### src/rtl/bg_wipe_ctrl.sv
// Background transition controller: wipes layer_bg from the committed background
// to a requested one, moving the boundary left-to-right once per frame in vblank.
module bg_wipe_ctrl #(
    parameter int   H_VISIBLE = 640,
    parameter int   V_VISIBLE = 480,
    parameter int   STEP      = 16,
    parameter logic BG_RESET  = 1'b0
) (
    input  logic       pixel_clk,
    input  logic       reset,
    input  logic [9:0] DrawX,
    input  logic [9:0] DrawY,
    input  logic       req,
    input  logic       target,
    output logic       bg_select,
    output logic       busy,
    output logic       done
);

    typedef enum logic [1:0] {
        S_IDLE  = 2'd0,
        S_ARMED = 2'd1,
        S_WIPE  = 2'd2,
        S_DONE  = 2'd3
    } state_t;

    state_t      r_state;
    state_t      w_state_nxt;
    logic        r_cur;
    logic        r_tgt;
    logic        r_tick_q;
    logic [10:0] r_boundary;

    logic        w_tick_cond;
    logic        w_tick;
    logic [10:0] w_bnd_sum;
    logic        w_wipe_end;
    logic        w_accept;

    // Edge-detect the frame tick so a DrawX held at 0 on the tick line fires once.
    assign w_tick_cond = (DrawY == 10'(V_VISIBLE)) && (DrawX == 10'd0);
    assign w_tick      = w_tick_cond && !r_tick_q;
    assign w_bnd_sum   = r_boundary + 11'(STEP);
    assign w_wipe_end  = (w_bnd_sum >= 11'(H_VISIBLE));
    assign w_accept    = req && (target != r_cur);

    always_ff @(posedge pixel_clk or posedge reset) begin
        if (reset) begin
            r_state <= S_IDLE;
        end else begin
            r_state <= w_state_nxt;
        end
    end

    always_comb begin
        w_state_nxt = r_state;
        case (r_state)
            S_IDLE: begin
                if (req) begin
                    w_state_nxt = w_accept ? S_ARMED : S_DONE;
                end
            end
            S_ARMED: begin
                if (w_tick) begin
                    w_state_nxt = S_WIPE;
                end
            end
            S_WIPE: begin
                if (w_tick && w_wipe_end) begin
                    w_state_nxt = S_DONE;
                end
            end
            S_DONE:  w_state_nxt = S_IDLE;
            default: w_state_nxt = S_IDLE;
        endcase
    end

    // bg_select stays combinational on DrawX: layer_bg addresses its ROM from the same DrawX.
    always_comb begin
        busy      = 1'b0;
        done      = 1'b0;
        bg_select = r_cur;
        case (r_state)
            S_ARMED: busy = 1'b1;
            S_WIPE: begin
                busy      = 1'b1;
                bg_select = ({1'b0, DrawX} < r_boundary) ? r_tgt : r_cur;
            end
            S_DONE:  done = 1'b1;
            default: ;
        endcase
    end

    always_ff @(posedge pixel_clk or posedge reset) begin
        if (reset) begin
            r_cur      <= BG_RESET;
            r_tgt      <= BG_RESET;
            r_boundary <= 11'd0;
            r_tick_q   <= 1'b0;
        end else begin
            r_tick_q <= w_tick_cond;
            case (r_state)
                S_IDLE: begin
                    if (w_accept) begin
                        r_tgt <= target;
                    end
                end
                S_ARMED: begin
                    if (w_tick) begin
                        r_boundary <= 11'(STEP);
                    end
                end
                S_WIPE: begin
                    if (w_tick) begin
                        if (w_wipe_end) begin
                            r_cur      <= r_tgt;
                            r_boundary <= 11'd0;
                        end else begin
                            r_boundary <= w_bnd_sum;
                        end
                    end
                end
                default: ;
            endcase
        end
    end

endmodule

### config.mk
export PLATFORM = sky130hd
export DESIGN_NAME = bg_wipe_ctrl
export DESIGN_NICKNAME = d
export VERILOG_FILES = /design/src/rtl/bg_wipe_ctrl.sv
export SDC_FILE = /design/constraint.sdc
export NUM_CORES = 1
export LEC_CHECK = 0
export ABC_CLOCK_PERIOD_IN_PS = 2050
export CAP_MARGIN = 15
export CORE_ASPECT_RATIO = 1.2
export CORE_UTILIZATION = 43
export CTS_CLUSTER_DIAMETER = 100
export DETAILED_ROUTE_END_ITERATION = 7
export PLACE_DENSITY = 0.75
export RECOVER_POWER = 25
export SYNTH_ARGS = -nofsm -noshare
export SYNTH_HDL_FRONTEND = slang
export SYNTH_SLANG_ARGS = --single-unit
### constraint.sdc
create_clock -name pixel_clk -period 2.05 [get_ports pixel_clk]
set_clock_uncertainty 0.15 [all_clocks]
set_input_delay 0.41 -clock pixel_clk [delete_from_list [all_inputs] [get_ports pixel_clk]]
set_output_delay 0.41 -clock pixel_clk [all_outputs]
set_load 0.02 [all_outputs]
Word level (Yosys, flattened, before mapping)

Index checks and enable logic that the tools add are counted.

Add/sub/neg operators: 1
Multipliers: 0
Div/mod/pow operators: 0
Magnitude comparators: 2
Eq/ne operators: 9
Shifts and indexed selects: 0
Mux-type cells: 13
Bitwise operators: 0
Reduce and logical (&&, ||, !) cells: 13

Operators by type and width:

| kind                                                                     | count |
|---|---|
| 11-bit 2-to-1 mux                                                        | 3 |
| 11-bit case mux with 2 select lines                                      | 1 |
| 11-bit by 5-bit adder with 11-bit output (second input constant)         | 1 |
| 11-bit by 10-bit >= comparator with 1-bit output (second input constant) | 1 |
| 10-bit by 11-bit < comparator with 1-bit output                          | 1 |
| 10-bit by 9-bit equality test with 1-bit output (second input constant)  | 1 |
| 10-bit zero test                                                         | 1 |
| 3-bit AND reduction                                                      | 3 |
| 2-bit 2-to-1 mux                                                         | 4 |
| 2-bit != test (second input constant)                                    | 4 |
| 2-bit case mux with 4 select lines                                       | 1 |
| 2-bit equality test (second input constant)                              | 2 |
| 1-bit logical AND                                                        | 4 |
| 1-bit 2-to-1 mux                                                         | 4 |
| 2-bit by 1-bit equality test with 1-bit output (second input constant)   | 1 |
| 2-bit zero test                                                          | 1 |
| 2-bit AND reduction                                                      | 1 |
| 2-bit nonzero test                                                       | 1 |
| 2-bit OR reduction                                                       | 1 |
| 1-bit zero test                                                          | 1 |
| 1-bit != test                                                            | 1 |

Flip-flop bits (word level): 16
Bits in latches: 0
RAM bits: 0
Bits in read-only memories: 0
Input bits: 24
Output and inout bits: 3
Word-level logic and storage cells: 43
Memories kept: 0

Logic depth before layout (Yosys ltp)

Gate-level depths: netlist (run 1).

Depth after elaboration: 6
Depth in mapped cells: 8
Mapped depth without buffers: 7

Worst setup path before layout (run 1)

No wires, ideal clock.

Path type: register -> output
Start point: register r_boundary[8]
End point: output port bg_select
Data arrival time: 1755 ps
Required time: 1490 ps
Slack: -265 ps
Cell stages (with the launch flop): 8
Buffers on the path: 1
Cells stage by stage: dfrtp_1 clkbuf_1 inv_1 ha_1 a21o_1 a211oi_1 o21ai_1 mux2_1

Word-level cells in the longest chain between the ends: 3

Ends and longest elaborated chain:

| item                                            | RTL line | source |
|---|---|---|
| start: declaration                              | 32       | `logic [10:0] r_boundary;` |
| start signal: assignment                        | 110      | `r_boundary <= 11'(STEP);` |
| start signal: assignment                        | 119      | `r_boundary <= w_bnd_sum;` |
| 10-bit by 11-bit < comparator with 1-bit output | 87       | `bg_select = ({1'b0, DrawX} < r_boundary) ? r_tgt : r_cur;` |
| 1-bit 2-to-1 mux                                | 87       |  |
| 1-bit 2-to-1 mux                                | 83       | `case (r_state)` |
| end: declaration                                | 15       | `output logic bg_select,` |

No other way between the ends.

Final worst setup path (run 1)

Start point: register r_boundary[4]
End point: output port bg_select

The elaborated chain is that of the path after synthesis.

==> metrics.yaml, run 1 <==
status:
  status: "finished with violations"
  violations: "negative setup slack"
clocking:
  clock-sinks: 12
  path_clk_slew_ns: 0.09
  cts_tree: "yes"
  clockRootBuffer: "clkbuf_4"
  clk_path_buf_depth: 2
  insertion_delay_ns: 0.29
  cts_buffers: 3
  h-tree-depth: 1
global_route:
  grt_util_all_layers: 0.276
  grt_pass1_vias: 1162
  grt_pass1_wl_mm: 5.20
  antenna_found_initial: 0
  grt_max_degree: 13
  overflow: 0
sta:
  drv_slew: 0
  finalSetupViolCount: 9
  final_hold_viol_count: 0
  rsz0062_at_grt: "yes"
  timing.final.crit_share: 1.24
  hold_ws_ns: 0.419
  max_freq_mhz: 394
  max-slew-margin-rel: 0.675
  tightest_slew_ns: 0.486
  setup_slack_ns: -0.490
  fin_crit_ns: 2.54
logic_synthesis:
  synth_cell_type_count: 44
  seq_area_frac_synth: 0.286
  synth_area_per_cell_um2: 9.29
  async_reset_ff_frac: 1.00
  syn_area_mm2: 0.00105
  synth-seq-cells: 12
  synth_edf_count: 0
  syn_nets: 150
  synth_ff_type: "dfrtp_1"
  ys_warn_count: 0
  postSynthCellCount: 113
final_layout:
  fin_area_mm2: 0.00186
  nNetsFinal: 214
  antenna_cells: 0
  post-route-util: 0.807
  syn_to_final_growth_pct: 77.2
  layout-drive-gt1-share: 0.443
min_path:
  hp-class: "primary input to async pin"
worst_setup_path:
  worst_path_largest_cell_delay_ns: 0.44
  cp_slowest_cell: "dfrtp_1"
  endpoint_kind: "output port"
  crit_path_start_kind: "flip-flop"
  worst-setup-path-type: "flip-flop to output port"
  worstPathMaxFanout: 2
  crit_chain: "inv_2 > ha_4 > o21ai_2 > a21oi_2 > a211oi_2 > o21ai_1 > mux2_4 > buf_6"
  cp_data_required_time_ns: 1.49
  arrival_ns: 1.98
die:
  die_height_um: 56.1
  io_pins: 27
  initial_core_util: 0.455
  die-area_mm2: 0.00264
  dieWidth_um: 47.1
  row_count: 19
  coreArea_mm2: 0.00231
placement:
  place_hpwl_mm: 2.39
  place_congestion: 0.778
  placed_area_mm2: 0.00155
  port_buffers: 26
  pre_cts_slack_ns: -1.08
routing:
  drtIter0Drc: 19
  detail-route-antenna-nets: 0
  wire_per_inst_um: 17.8
  drc_errors: 0
  dr.pass1.iters: 4
  post_drt_via_cell_ratio: 5.88
  dr_total_vias: 1217
  wl_mm: 3.68
job:
  maxCapViolations: 0
power_and_ir_drop:
  powerDensity_mw_per_mm2: 611
  vdd_drop_max_mv: 0.441
  power_uw: 1140
  leakagePower_uw: 0.000832
==> cells in the final DEF (no fill, tap or decap), drive strengths merged, types with 6 or more instances in the layout <==
cell,instances
dlygate4sd2,7
clkdlybuf4s50,10
nand2,9
inv,11
buf,36
nor2,8
nand3,6
dfrtp,12
ha,13
o21ai,10
clkbuf,6
==> Yosys cell counts, types with 2 or more instances <==
cell,instances,share of area
ha_1,13,0.15
dfrtp_1,12,0.29
nor4_2,2,0.024
inv_1,11,0.039
o41ai_1,2,0.017
nand2b_1,2,0.012
nor2_1,8,0.029
o21ai_1,5,0.024
o21ai_0,4,0.019
nand3_1,5,0.024
a31oi_1,3,0.018
a21oi_1,3,0.014
and4_1,2,0.017
a22o_1,3,0.025
nand2_1,9,0.032
==> report_power, final <==
part	internal, uW	switching [uW]
registers	268	19.8
logic	293	351
clock network	108	96.4
total	670	467
==> registers in the layout, indices dropped and copies added (netlist names) <==
signal,cells
r_boundary,7
r_state,2
r_cur,1
r_tgt,1
r_tick_q,1
==> area by class of cell <==
class,instances,area (um^2)
fill,142,445
inverter,11,43.8
timing repair buffer,61,537
sequential,12,300
multi-input combinational,88,905
clock buffer,4,36.3
tap,31,38.8
==> layer usage <==
layer / global-route usage / up-vias / wire, um
met5: 0 / - / 0
met4: 0.114 / 0 / 155
met3: 0.0325 / 19 / 173
met2: 0.502 / 66 / 2050
met1: 0.300 / 578 / 1300
li1: - / 554 / -
==> kinds of logic (layout without fill, tap and decap cells) <==
kind of cell,after synthesis,after routing,share of synthesized area
fa+ha+maj,13,13,0.155
flops,12,12,0.286
xor+xnor,1,1,0.00834
simple gates,40,40,0.249
buf+inv,13,76,0.0477
compound gates,31,31,0.218
mux,3,3,0.0358
==> worst max-delay path, delay by kind of cell (launching register included) <==
kind,cells,cell delay (ns)
compound gates,4,0.49
flops,1,0.44
mux,1,0.30
buf+inv,2,0.24
fa+ha+maj,1,0.21
==> per-stage QoR <==
| stage | setup TNS (ns) | std cells |
|---|---|---|
| finish | -0.930 | 207 |
| global route | -1.00 | 207 |
| CTS | -0.492 | 199 |
| detailed placement | -5.94 | 193 |
| global placement | -5.52 | 193 |
| floorplan | -0.0588 | 113 |
==> repair_timing <==
item                                    CTS  global route
endpoints found under the setup margin   13            11
hold buffers                              0             0
gates resized for setup                  38            20
pin swaps                                15            12
buffers inserted                          2             8
==> worst paths after layout <==
kind | startpoint | to | slack, ns | depth (start not counted)
worst max-delay path | r_boundary[4] | bg_select | -0.49 | 8
worst min-delay path | reset | r_boundary[6] | 0.42 | 2
worst max register to register | r_boundary[4] | r_cur | -0.11 | 8
worst min register to register | r_tgt | r_cur | 0.43 | 1
max in group asynchronous | reset | r_boundary[7] | 1.00 | 2
min in group pixel_clk | DrawX[0] | r_tick_q | 0.42 | 3
Power figures use the tool's default switching activity.
==> inputs of run 2 (changes only) <==
--- a/config.mk
+++ b/config.mk
@@ -7,11 +7,13 @@
 export LEC_CHECK = 0
 export ABC_CLOCK_PERIOD_IN_PS = 2050
 export CAP_MARGIN = 15
+export CELL_PAD_IN_SITES_DETAIL_PLACEMENT = 0
+export CELL_PAD_IN_SITES_GLOBAL_PLACEMENT = 1
 export CORE_ASPECT_RATIO = 1.2
-export CORE_UTILIZATION = 43
+export CORE_UTILIZATION = 32
 export CTS_CLUSTER_DIAMETER = 100
 export DETAILED_ROUTE_END_ITERATION = 7
-export PLACE_DENSITY = 0.75
+export PLACE_DENSITY_LB_ADDON = 0.1
 export RECOVER_POWER = 25
 export SYNTH_ARGS = -nofsm -noshare
 export SYNTH_HDL_FRONTEND = slang
==> run 2 against run 1 <==
Effect of this change:
- power decreased by 1.5%
- the run still ends with negative setup slack left
- non-clock buffer count decreased by 4
- worst setup slack improved by 0.065 ns
- critical path depth decreased by 1
- largest cell class unchanged
- sequential share of layout area increased by 0.16 points
- largest power group unchanged
- first-iteration DRC count increased by 79%
- core utilization decreased by 21 points
- sequential power about the same
==> metrics.yaml, run 2 (synthesis gave the netlist of run 1 again) <==
status:
  status: "finished with violations"
  violations: "negative setup slack"
final_layout:
  largest_reg_flops: 7
  layout-drive-gt1-share: 0.430
  layout_common_cells: "28 x buf_4, 12 x clkdlybuf4s50_1, 12 x dfrtp_1"
  reg_top3: "r_boundary (7), r_state (2)"
  final_common_cell: "buf_4"
  antenna_cells: 0
  nNetsFinal: 210
  top_register: "r_boundary"
  final_cells: 208
  syn_to_final_growth_pct: 75.4
power_and_ir_drop:
  vdd_drop_max_mv: 0.583
  powerDensity_mw_per_mm2: 608
  swShare: 0.403
  p_clk_frac: 0.173
  internal_power_uw: 668
  power_frac_seq: 0.256
  p_comb_frac: 0.571
  leakagePower_uw: 0.000829
  p_sw_uw: 451
placement:
  port_buffers: 26
  place_hpwl_mm: 2.32
  place_congestion: 0.776
  dp.cells: 197
global_route:
  antenna_found_initial: 0
  grt_max_degree: 13
  top_usage_layer: "met2"
  met1_usage: 0.210
  overflow: 0
  met2_usage: 0.399
  grt_pass1_vias: 1228
  grt_util_all_layers: 0.203
  grt_pass1_wl_mm: 5.22
  grtUsageMet3: 0.0141
sta:
  drv_slew: 0
  final_hold_viol_count: 0
  max-slew-margin-rel: 0.682
  rsz0062_at_grt: "yes"
  finalSetupViolCount: 3
  fin_setup_tns_ns: -0.482
  timing.final.crit_share: 1.21
  max_freq_mhz: 404
  tightest_slew_ns: 0.477
  fin_crit_ns: 2.48
  setup_slack_ns: -0.425
die:
  die_height_um: 64.7
  row_count: 22
  coreArea_mm2: 0.00308
  io_pins: 27
  die-area_mm2: 0.00351
  dieWidth_um: 54.3
  initial_core_util: 0.341
min_path:
  min_from: "DrawY[0]"
  hold_path_end: "r_tick_q"
  hold_path_depth: 4
  hp-class: "primary input to flip-flop"
clocking:
  insertion_delay_ns: 0.27
  clock-sinks: 12
  clk_path_buf_depth: 2
  cts_buffers: 3
  cts_hold_buf: 0
  cts_tree: "yes"
  path_clk_slew_ns: 0.08
  clockRootBuffer: "clkbuf_4"
  h-tree-depth: 1
routing:
  wire_per_inst_um: 14.4
  post_drt_via_cell_ratio: 5.22
  wl_mm: 3.00
  detail-route-antenna-nets: 0
  dr_total_vias: 1086
  drtIter0Drc: 34
  dr.pass1.iters: 3
  drc_errors: 0
worst_setup_path:
  cp_slowest_cell: "dfrtp_1"
  worst-setup-path-type: "flip-flop to output port"
  ff2ff_path_depth: 7
  cp_num_buf_inv: 2
  worstPathMaxFanout: 2
  worst_path_largest_cell_delay_ns: 0.41
  critPathTopFamily: "compound AO/OA/AOI/OAI gates"
  r2r_setup_slack_ns: -0.05
  crit_chain: "inv_4 > ha_4 > a21o_1 > a211oi_2 > o21ai_2 > mux2_4 > buf_6"
  r2r-end: "r_boundary[4]"
  timing.rr.start: "r_boundary[4]"
  endpoint_kind: "output port"
  arrival_ns: 1.92
  crit_path_start_kind: "flip-flop"
  cp_data_required_time_ns: 1.49
job:
  maxCapViolations: 0
run 2: per-layer routing:
metal	share of wire	routed length (um)	vias to the layer above
met5	0	0	-
met4	0.0080	24	0
met2	0.58	1740	23
met3	0.027	81	2
met1	0.38	1150	520
li1	-	-	541
run 2: power groups by stage:
stage	clock, uW	sequential (uW)	combinational, uW
3_3_place_gp	0	291	611
2_1_floorplan	0	295	380
4_1_cts	201	288	625
6_report	194	287	639
3_5_place_dp	0	293	627
5_1_grt	214	292	722
run 2: timing repair:
action                     in CTS  in global routing
gates cloned                    0                  0
resized for setup              32                 23
buffers inserted                4                  5
setup endpoints to repair      13                 11
pin swaps                      14                 14
run 2: worst register-to-register path: stages, from the launching register on:
cell	delay, ns
dfrtp_1	0.41
buf_6	0.14
ha_4	0.17
nor2b_4	0.13
o311ai_4	0.28
nand4_1	0.26
mux2_4	0.34
a22oi_2	0.15
run 2: cell type report:
cell class,count,area [um^2]
inverters,11,43.8
well taps,36,45.0
fillers,293,1240
repair buffers,57,508
clock buffers,4,36.3
flip-flops and latches,12,300
multi-input cells,88,908
run 2: through the flow:
step	instance area [um^2]	setup WS, ns	util	total power, uW	hold WS, ns
5_1_grt	1840	-0.526	0.597	1230	0.393
4_1_cts	1700	-0.481	0.552	1110	0.310
3_3_place_gp	1550	-1.08	0.503	903	0.372
3_5_place_dp	1550	-1.09	0.503	919	0.377
6_report	1840	-0.425	0.597	1120	0.381
2_1_floorplan	1080	-0.0588	-	675	0.125
run 2: how the worst max path moves through the flow:
stage	startpoint	to	slack [ns]	depth (start not counted)
after CTS	r_boundary[6]	bg_select	-0.48	8
after global routing	r_boundary[8]	bg_select	-0.53	7
after floorplan	r_boundary[8]	bg_select	-0.06	7
after global placement	DrawX[8]	bg_select	-1.08	7
final	r_boundary[8]	bg_select	-0.43	7
after detailed placement	DrawX[8]	bg_select	-1.09	7
